$ cat src/rtl/arp_pkg.sv
// Shared ARP opcodes, broadcast MAC and scheduler types for the ARP sender, receiver and tx scheduler.
package arp_pkg;
  localparam logic [1:0]  ARP_OP_REQUEST = 2'd1;
  localparam logic [1:0]  ARP_OP_REPLY   = 2'd2;
  localparam logic [47:0] MAC_BCAST      = 48'hFFFF_FFFF_FFFF;

  typedef enum logic [2:0] {IDLE, LOAD, START, WAIT_DONE, GAP} sched_state_t;
  typedef enum logic [1:0] {SRC_RPLY, SRC_QUERY, SRC_GARP} src_t;
endpackage

$ cat src/rtl/arp_garp_timer.sv
// Gratuitous-ARP period timer: 1-clk tick every GARP_PERIOD clocks (first tick GARP_PERIOD+1 after reset).
// No backpressure: the scheduler holds the tick as a pending flag; GARP_PERIOD=0 never ticks.
module arp_garp_timer #(
  parameter logic [31:0] GARP_PERIOD = 32'd125_000_000
) (
  input  logic clk,
  input  logic rst,
  output logic o_tick
);
  logic [31:0] cnt_q, cnt_d;
  logic        en;

  assign en     = (GARP_PERIOD != 32'd0);
  assign o_tick = en && (cnt_q == 32'd0);

  always_comb begin
    cnt_d = cnt_q;
    if (en) begin
      cnt_d = o_tick ? (GARP_PERIOD - 32'd1) : (cnt_q - 32'd1);
    end
  end

  always_ff @(posedge clk or posedge rst) begin
    if (rst) cnt_q <= GARP_PERIOD;
    else     cnt_q <= cnt_d;
  end
endmodule

$ cat src/rtl/arp_tx_sched.sv
// ARP tx scheduler: fixed-priority (reply > query > GARP) grant over 1-deep slots; enable 3 clks after a request.
// Grants only when idle with i_ready high; fields held from grant to next grant; watchdog aborts stuck frames.
module arp_tx_sched #(
  parameter logic [31:0] GARP_PERIOD = 32'd125_000_000,
  parameter logic [7:0]  IFG_CLKS    = 8'd12,
  parameter logic [15:0] WDOG_CLKS   = 16'd4096
) (
  input  logic        clk,
  input  logic        rst,
  input  logic [47:0] i_my_mac,
  input  logic [31:0] i_my_ip,
  input  logic        i_rply_req,
  input  logic [47:0] i_rply_mac,
  input  logic [31:0] i_rply_ip,
  input  logic        i_query_req,
  input  logic [31:0] i_query_ip,
  output logic        o_query_busy,
  output logic        o_enable,
  input  logic        i_ready,
  output logic [1:0]  o_operation,
  output logic [47:0] o_dst_mac,
  output logic [47:0] o_src_mac,
  output logic [47:0] o_sha,
  output logic [31:0] o_spa,
  output logic [47:0] o_tha,
  output logic [31:0] o_tpa,
  output logic [7:0]  o_drop_cnt,
  output logic        o_wdog_err
);
  import arp_pkg::*;

  sched_state_t state_q, state_d;
  src_t         src;
  logic [15:0]  cnt_q, cnt_d;
  logic [16:0]  cnt_inc;
  logic         wdog_hit, gap_done, grant, garp_tick, query_acc;
  logic         rply_clr, query_clr, garp_clr;
  logic         rply_pend_q, rply_pend_d, query_pend_q, query_pend_d, garp_pend_q, garp_pend_d;
  logic [47:0]  rply_mac_q;
  logic [31:0]  rply_ip_q, query_ip_q;
  logic [7:0]   drop_q, drop_d;
  logic         wdog_q, wdog_d;
  logic [1:0]   op_q;
  logic [47:0]  dst_q, sha_q, tha_q;
  logic [31:0]  spa_q, tpa_q;

  arp_garp_timer #(.GARP_PERIOD(GARP_PERIOD)) u_garp_timer (
    .clk    (clk),
    .rst    (rst),
    .o_tick (garp_tick)
  );

  assign grant = (state_q == IDLE) && i_ready && (rply_pend_q || query_pend_q || garp_pend_q);

  always_comb begin
    src = SRC_GARP;
    if (rply_pend_q)       src = SRC_RPLY;
    else if (query_pend_q) src = SRC_QUERY;
  end

  assign rply_clr  = grant && (src == SRC_RPLY);
  assign query_clr = grant && (src == SRC_QUERY);
  assign garp_clr  = grant && (src == SRC_GARP);

  // A set on the same clock as the slot's grant wins, so that request is kept for the next frame.
  always_comb begin
    rply_pend_d  = rply_pend_q;
    query_pend_d = query_pend_q;
    garp_pend_d  = garp_pend_q;
    drop_d       = drop_q;
    query_acc    = i_query_req && (!query_pend_q || query_clr);
    if (rply_clr)  rply_pend_d  = 1'b0;
    if (query_clr) query_pend_d = 1'b0;
    if (garp_clr)  garp_pend_d  = 1'b0;
    if (i_rply_req) rply_pend_d = 1'b1;
    if (query_acc)  query_pend_d = 1'b1;
    if (garp_tick)  garp_pend_d  = 1'b1;
    if (i_rply_req && rply_pend_q && !rply_clr && (drop_q != 8'hFF)) drop_d = drop_q + 8'd1;
  end

  assign cnt_inc  = {1'b0, cnt_q} + 17'd1;
  assign wdog_hit = (cnt_inc >= {1'b0, WDOG_CLKS});
  assign gap_done = (cnt_inc >= {9'd0, IFG_CLKS});

  always_comb begin
    state_d  = state_q;
    wdog_d   = wdog_q;
    o_enable = 1'b0;
    case (state_q)
      IDLE: if (grant) state_d = LOAD;
      LOAD: state_d = START;
      START: begin
        o_enable = 1'b1;
        if (!i_ready) state_d = WAIT_DONE;
        else if (wdog_hit) begin
          state_d = GAP;
          wdog_d  = 1'b1;
        end
      end
      WAIT_DONE: begin
        if (i_ready) state_d = GAP;
        else if (wdog_hit) begin
          state_d = GAP;
          wdog_d  = 1'b1;
        end
      end
      GAP: if (gap_done) state_d = IDLE;
      default: state_d = IDLE;
    endcase
    // One counter serves watchdog and inter-frame gap; it restarts on every state change.
    cnt_d = cnt_q;
    if (state_d != state_q) cnt_d = 16'd0;
    else if (state_q inside {START, WAIT_DONE, GAP}) cnt_d = cnt_inc[15:0];
  end

  always_ff @(posedge clk or posedge rst) begin
    if (rst) begin
      state_q      <= IDLE;
      cnt_q        <= 16'd0;
      rply_pend_q  <= 1'b0;
      query_pend_q <= 1'b0;
      garp_pend_q  <= 1'b0;
      rply_mac_q   <= 48'd0;
      rply_ip_q    <= 32'd0;
      query_ip_q   <= 32'd0;
      drop_q       <= 8'd0;
      wdog_q       <= 1'b0;
    end else begin
      state_q      <= state_d;
      cnt_q        <= cnt_d;
      rply_pend_q  <= rply_pend_d;
      query_pend_q <= query_pend_d;
      garp_pend_q  <= garp_pend_d;
      drop_q       <= drop_d;
      wdog_q       <= wdog_d;
      if (i_rply_req) begin
        rply_mac_q <= i_rply_mac;
        rply_ip_q  <= i_rply_ip;
      end
      if (query_acc) query_ip_q <= i_query_ip;
    end
  end

  always_ff @(posedge clk or posedge rst) begin
    if (rst) begin
      op_q  <= 2'd0;
      dst_q <= 48'd0;
      sha_q <= 48'd0;
      spa_q <= 32'd0;
      tha_q <= 48'd0;
      tpa_q <= 32'd0;
    end else if (grant) begin
      sha_q <= i_my_mac;
      spa_q <= i_my_ip;
      case (src)
        SRC_RPLY: begin
          op_q  <= ARP_OP_REPLY;
          dst_q <= rply_mac_q;
          tha_q <= rply_mac_q;
          tpa_q <= rply_ip_q;
        end
        SRC_QUERY: begin
          op_q  <= ARP_OP_REQUEST;
          dst_q <= MAC_BCAST;
          tha_q <= 48'd0;
          tpa_q <= query_ip_q;
        end
        default: begin
          op_q  <= ARP_OP_REQUEST;
          dst_q <= MAC_BCAST;
          tha_q <= 48'd0;
          tpa_q <= i_my_ip;
        end
      endcase
    end
  end

  assign o_query_busy = query_pend_q;
  assign o_operation  = op_q;
  assign o_dst_mac    = dst_q;
  assign o_src_mac    = sha_q;
  assign o_sha        = sha_q;
  assign o_spa        = spa_q;
  assign o_tha        = tha_q;
  assign o_tpa        = tpa_q;
  assign o_drop_cnt   = drop_q;
  assign o_wdog_err   = wdog_q;
endmodule

$ cat config.mk
export PLATFORM = sky130hd
export DESIGN_NAME = arp_tx_sched
export DESIGN_NICKNAME = d
export VERILOG_FILES = /design/src/rtl/arp_pkg.sv /design/src/rtl/arp_garp_timer.sv /design/src/rtl/arp_tx_sched.sv
export SDC_FILE = /design/constraint.sdc
export NUM_CORES = 1
export LEC_CHECK = 0
export BUFFER_PORTS_ARGS = -buffer_cell sky130_fd_sc_hd__clkbuf_2
export CORE_ASPECT_RATIO = 0.9
export CORE_UTILIZATION = 49
export CTS_BUF_LIST = sky130_fd_sc_hd__clkbuf_8
export CTS_CLUSTER_DIAMETER = 60
export DETAILED_ROUTE_END_ITERATION = 10
export PLACE_DENSITY = 0.79
export SLEW_MARGIN = 10
export SYNTH_ARGS = -nofsm -noshare
export SYNTH_HDL_FRONTEND = slang
export SYNTH_HIERARCHICAL = 1
export SYNTH_SLANG_ARGS = --single-unit
$ cat constraint.sdc
create_clock -name clk -period 13 [get_ports clk]
set_input_delay 2.6 -clock clk [delete_from_list [all_inputs] [get_ports clk]]
set_output_delay 2.6 -clock clk [all_outputs]
set_load 0.01 [all_outputs]
# Word level (Yosys, flattened, before mapping)
# Cells that the tools add are included.
[totals]
latchBits = 0
inputBits = 197
mem_count = 0
reg_bits = 385
romBits = 0
ram_bits = 0
[classes]
eq_ne = 10
order_cmp = 2
bitwise = 0
n_div = 0
add_sub_neg = 3
mux = 26
reduce_logical = 24
n_mul = 0
n_shift = 0
[ops]
columns = ["op", "n"]
rows = [
  ["two-way mux 48 bit", 2],
  ["case mux 32 bit (2 select lines)", 1],
  ["logical NOT 32 bit", 1],
  ["two-way mux 16 bit", 2],
  ["two-way mux 32 bit", 1],
  ["subtractor 32 x 1 -> 32 bit, second input constant", 1],
  ["adder 16 x 1 -> 17 bit, second input constant", 1],
  ["greater-or-equal comparator 17 x 13 -> 1 bit, second input constant", 1],
  ["greater-or-equal comparator 17 x 4 -> 1 bit, second input constant", 1],
  ["two-way mux 3 bit", 5],
  ["case mux 3 bit (5 select lines)", 1],
  ["two-way mux 1 bit", 10],
  ["nonzero test 2 bit", 5],
  ["logical AND 1 bit", 9],
  ["adder 8 x 1 -> 8 bit, second input constant", 1],
  ["!= test 8 bit, second input constant", 1],
  ["equality test 3 x 2 -> 1 bit, second input constant", 2],
  ["two-way mux 2 bit", 3],
  ["!= test 2 bit, second input constant", 2],
  ["equality test 3 x 1 -> 1 bit, second input constant", 1],
  ["equality test 3 bit, second input constant", 1],
  ["logical NOT 3 bit", 1],
  ["logical OR 1 bit", 3],
  ["!= test 3 bit", 1],
  ["7 further kinds", 8],
]

# Longest topological paths before layout
[logic_depth]
word_depth = 7
depth_mapped = 9

# By module
# The synthesis kept the hierarchy.
[by_module_without_submodules]
columns = ["module", "n_inst", "area_each_um2", "cells_each"]
rows = [
  ["arp_tx_sched", 1, 14928.1, 1502],
  ["arp_garp_timer", 1, 1636.6, 161],
]

# Worst setup path before layout
# No wires, ideal clock.
[synth_path]
path_type = "in2reg"
start = "input port i_ready"
end = "register sha_q[0] (netlist: o_sha[0])"
path_stages = 8
setup_slack_ps = 8470
n_path_buf = 4
t_arrival_ps = 4464
path_cell_list = "clkbuf_1 -> or4b_1 -> nor2b_1 -> clkbuf_1 -> clkbuf_1 -> clkbuf_1 -> nand2_1 -> nand2_1"
[synth_via]
elab_chain_cells = 2
[synth_lines]
columns = ["element", "line", "source"]
rows = [
  ["start: declaration", "arp_tx_sched.sv:19", "input logic i_ready,"],
  ["logical AND 1 bit (2 in a row)", "arp_tx_sched.sv:53", "assign grant = (state_q == IDLE) && i_ready && (rply_pend_q || query_pend_q || garp_pend_q);"],
  ["end signal: assignment", "arp_tx_sched.sv:153", "sha_q <= i_my_mac;"],
  ["end: declaration", "arp_tx_sched.sv:44", "logic [47:0] dst_q, sha_q, tha_q;"],
]
# Every way passes these cells.
# A chain may end at the register's enable or synchronous reset.

# Worst setup path in the final report
[layout_path]
start = "input port i_ready"
end = "register op_q[0] (netlist: o_operation[0])"
[layout_via]
elab_chain_cells = 2
[layout_lines]
columns = ["element", "line", "source"]
rows = [
  ["logical AND 1 bit (2 in a row)", "arp_tx_sched.sv:53", ""],
  ["end signal: assignment", "arp_tx_sched.sv:146", "op_q <= 2'd0;"],
  ["end signal: assignment", "arp_tx_sched.sv:157", "op_q <= ARP_OP_REPLY;"],
  ["end signal: assignment", "arp_tx_sched.sv:163", "op_q <= ARP_OP_REQUEST;"],
  ["end: declaration", "arp_tx_sched.sv:43", "logic [1:0] op_q;"],
]
# Every way passes these cells.

==> flow_metrics.tcl <==
set metrics [dict create \
    worst_setup_path_end_kind "flop" \
    async_reset_ff_frac 1.00 \
    max_slew.worst_pin.slew_ns 1.12 \
    number_of_synthesized_flops_with_an_enable_pin 0 \
    timing.max_slew.rel_slack 0.257 \
    stdcell_count 2523 \
    number_of_clock_sinks_seen_by_cts 385 \
    worst-setup-path-type "in -> reg" \
    max-cap-violations 0 \
    htree_levels 2 \
    totalPowerFinal_mw 4.42 \
    track_usage 0.266 \
    finalWirelength_mm 46.9 \
    yosysUniqueCellTypes 60 \
    cts_buffer_depth 3 \
    finalHoldWorstSlack_ns 0.466 \
    postCtsSetupBuffers 0 \
    synth_cells 1663 \
    finish.utilization 0.605 \
    final_nets 2252 \
    final-setup-viol-count 0 \
    power_density_nw_per_um2 221 \
    cts_tree "yes" \
    worst_clock_skew_ns 0.0405 \
    num_rows 63 \
    setup.worst_path.start_class "primary input" \
    timing.critical_path.mode_cell "buf_4" \
    clock_tree.root_cell "clkbuf_8" \
    post-route-cell-area_um2 20000 \
    cts_repair_resize_count 0 \
    clkLatencyLatePin_ns 0.63 \
    clkSlewWorstSetupHoldPaths_ns 0.07 \
    cts_hold_buf 0 \
    maxSlewViolCount 0 \
    ys.warnings.count 6 \
    post_dp_hpwl_mm 32.4 \
    numCtsBuffers 61 \
    layout_min_cycle_time_ns 4.86 \
    synth.cell_area_um2 16600 \
    dieHeight_um 176 \
    starting_density_of_the_core 0.500 \
    grt_antenna_before_repair 3 \
    largest_net_degree_at_the_start_of_global_routing 134 \
    pre_cts_slack_ns 7.53 \
    mostFrequentLayoutCell "clkbuf_2" \
    drt_first_iter_violations 1044 \
    synth_net_count 1864 \
    dp_cells 2410 \
    post_drt_wl_per_cell_um 18.6 \
    hold_class "reg -> reg" \
    grt_first_pass_wirelength_mm 71.8 \
    vdd_ir_drop_max_v 0.000104 \
    num_io_pins 466 \
    status "finished, final reports clean" \
    port_buffers 465 \
    post-route-worst-setup-slack_ns 8.14 \
    worstPathMaxFanout 94 \
    min_period_over_period 0.374 \
    unrepaired_setup_endpoints_after_global_routing "no" \
    die_x_um 196 \
    vias 13400 \
    ant_nets 0 \
    area_growth_syn_to_layout_pct 20.9 \
    grt-ovfl-total 0 \
    setup_total_negative_slack_ns 0 \
    critical_path.cell_chain "clkbuf_2, or4b_1, nor2b_4, buf_4, buf_4, nand2_1, o21a_1" \
    timing.critical_path.slowest_stage_cell "buf_4" \
    timing_hold_violations_final 0 \
    worst_ep_required_time_ns 13.52 \
    dpl_cell_area_um2 18700 \
    crit_arrival_ns 5.38 \
    commonest_cells_after_routing_fill_and_taps_aside "464 x clkbuf_2, 438 x nand2_1, 370 x dfrtp_1" \
    postSynth.topFlopCell "dfrtp_1" \
    drcViolationCount 0 \
    cpPeakStageDelay_ns 0.83 \
    post_route_cells_drive_above_1_share 0.327 \
    first_global_vias 13100 \
    core_area_um2 33100 \
    detail_route.first_pass.iterations 5 \
    place.gp.congestion 0.847 \
    yosysSeqAreaShare 0.583 \
    worst_reg2reg_setup_slack_ns 9.37 \
    max_freq_mhz 206 \
    power.static_leakage_nw 10.5 \
    die-area_um2 34500 \
    average_footprint_of_a_synthesized_cell_um2 9.96 \
    synth-seq-cells 385 \
    routed_via_density 5.32 \
]
-- worst max-delay path: cells and delay by family --
| kind | cells | cell delay [ns] |
|---|---|---|
| and+or+nand+nor | 3 | 0.93 |
| buffers and inverters | 3 | 1.63 |
| AOI/OAI and AO/OA | 1 | 0.16 |
-- layout make-up --
class	instances	area, um2
Timing Repair Buffer	477	2420
Clock inverter	32	208
Tap cell	422	528
Sequential cell	385	9660
Inverter	55	214
Antenna cell	1	2.50
Clock buffer	80	1100
Fill cell	2781	13100
Multi-Input combinational cell	1071	5900
-- registers in the layout (all words and copies together), names as in the netlist, 2 cells and up --
register,flops
cnt_q,16
o_drop_cnt,8
o_dst_mac,48
o_operation,2
o_sha,48
o_spa,32
o_tha,48
o_tpa,32
query_ip_q,32
rply_ip_q,32
rply_mac_q,48
state_q,3
u_garp_timer/cnt_q,32
-- cells in the mapped netlist, drive strengths merged, types with 4 or more instances --
cell type	count	area share
nor2b	4	0.0015
clkbuf	84	0.019
o41ai	5	0.0026
nand2	439	0.099
a21oi	43	0.013
xor2	19	0.010
a211oi	17	0.011
buf	68	0.031
dfrtp	372	0.56
nand4	11	0.0042
mux2	67	0.046
o21ai	88	0.027
nor2	103	0.023
xnor2	23	0.012
nor4	12	0.0054
nand3	64	0.020
inv	55	0.012
a31oi	50	0.019
ha	4	0.0030
or4	11	0.0057
mux2i	34	0.021
nor3	15	0.0045
nand2b	6	0.0023
or3	14	0.0059
dfstp	13	0.021
o31ai	9	0.0041
or2	4	0.0015
-- where the power goes --
| group | internal (mW) | switching (mW) | leakage (nW) |
|---|---|---|---|
| Sequential | 1.59 | 0.290 | 4.70 |
| Clock | 0.592 | 0.491 | 0.744 |
| Combinational | 0.552 | 0.899 | 5.02 |
-- routing by layer --
layer,global-route usage,vias up,share of wire
met5,0,-,0.00066
met4,0.126,4,0.047
met3,0.0604,130,0.066
met2,0.446,494,0.49
met1,0.326,6524,0.39
li1,-,6268,-
-- worst paths after layout --
path                                  start                      to  cells after the start
worst max-delay path                i_ready          o_operation[0]                      7
worst min-delay path               o_tha[8]                o_tha[8]                      2
worst max register to register  rply_pend_q               o_tpa[16]                      4
worst min register to register     o_tha[8]                o_tha[8]                      2
max in group asynchronous               rst                o_sha[1]                      4
min in group asynchronous               rst  u_garp_timer/cnt_q[31]                      3
-- logic make-up after synthesis --
| family | Yosys count | synth area share |
|---|---|---|
| flip-flops | 385 | 0.583 |
| multiplexers | 101 | 0.0661 |
| AND/OR/NAND/NOR | 700 | 0.182 |
| AO/OA/AOI/OAI | 223 | 0.0816 |
| adder cells (fa/ha/maj) | 5 | 0.00363 |
| buffers and inverters | 207 | 0.0622 |
| XOR/XNOR | 42 | 0.0222 |
(Power assumes the default switching activity.)
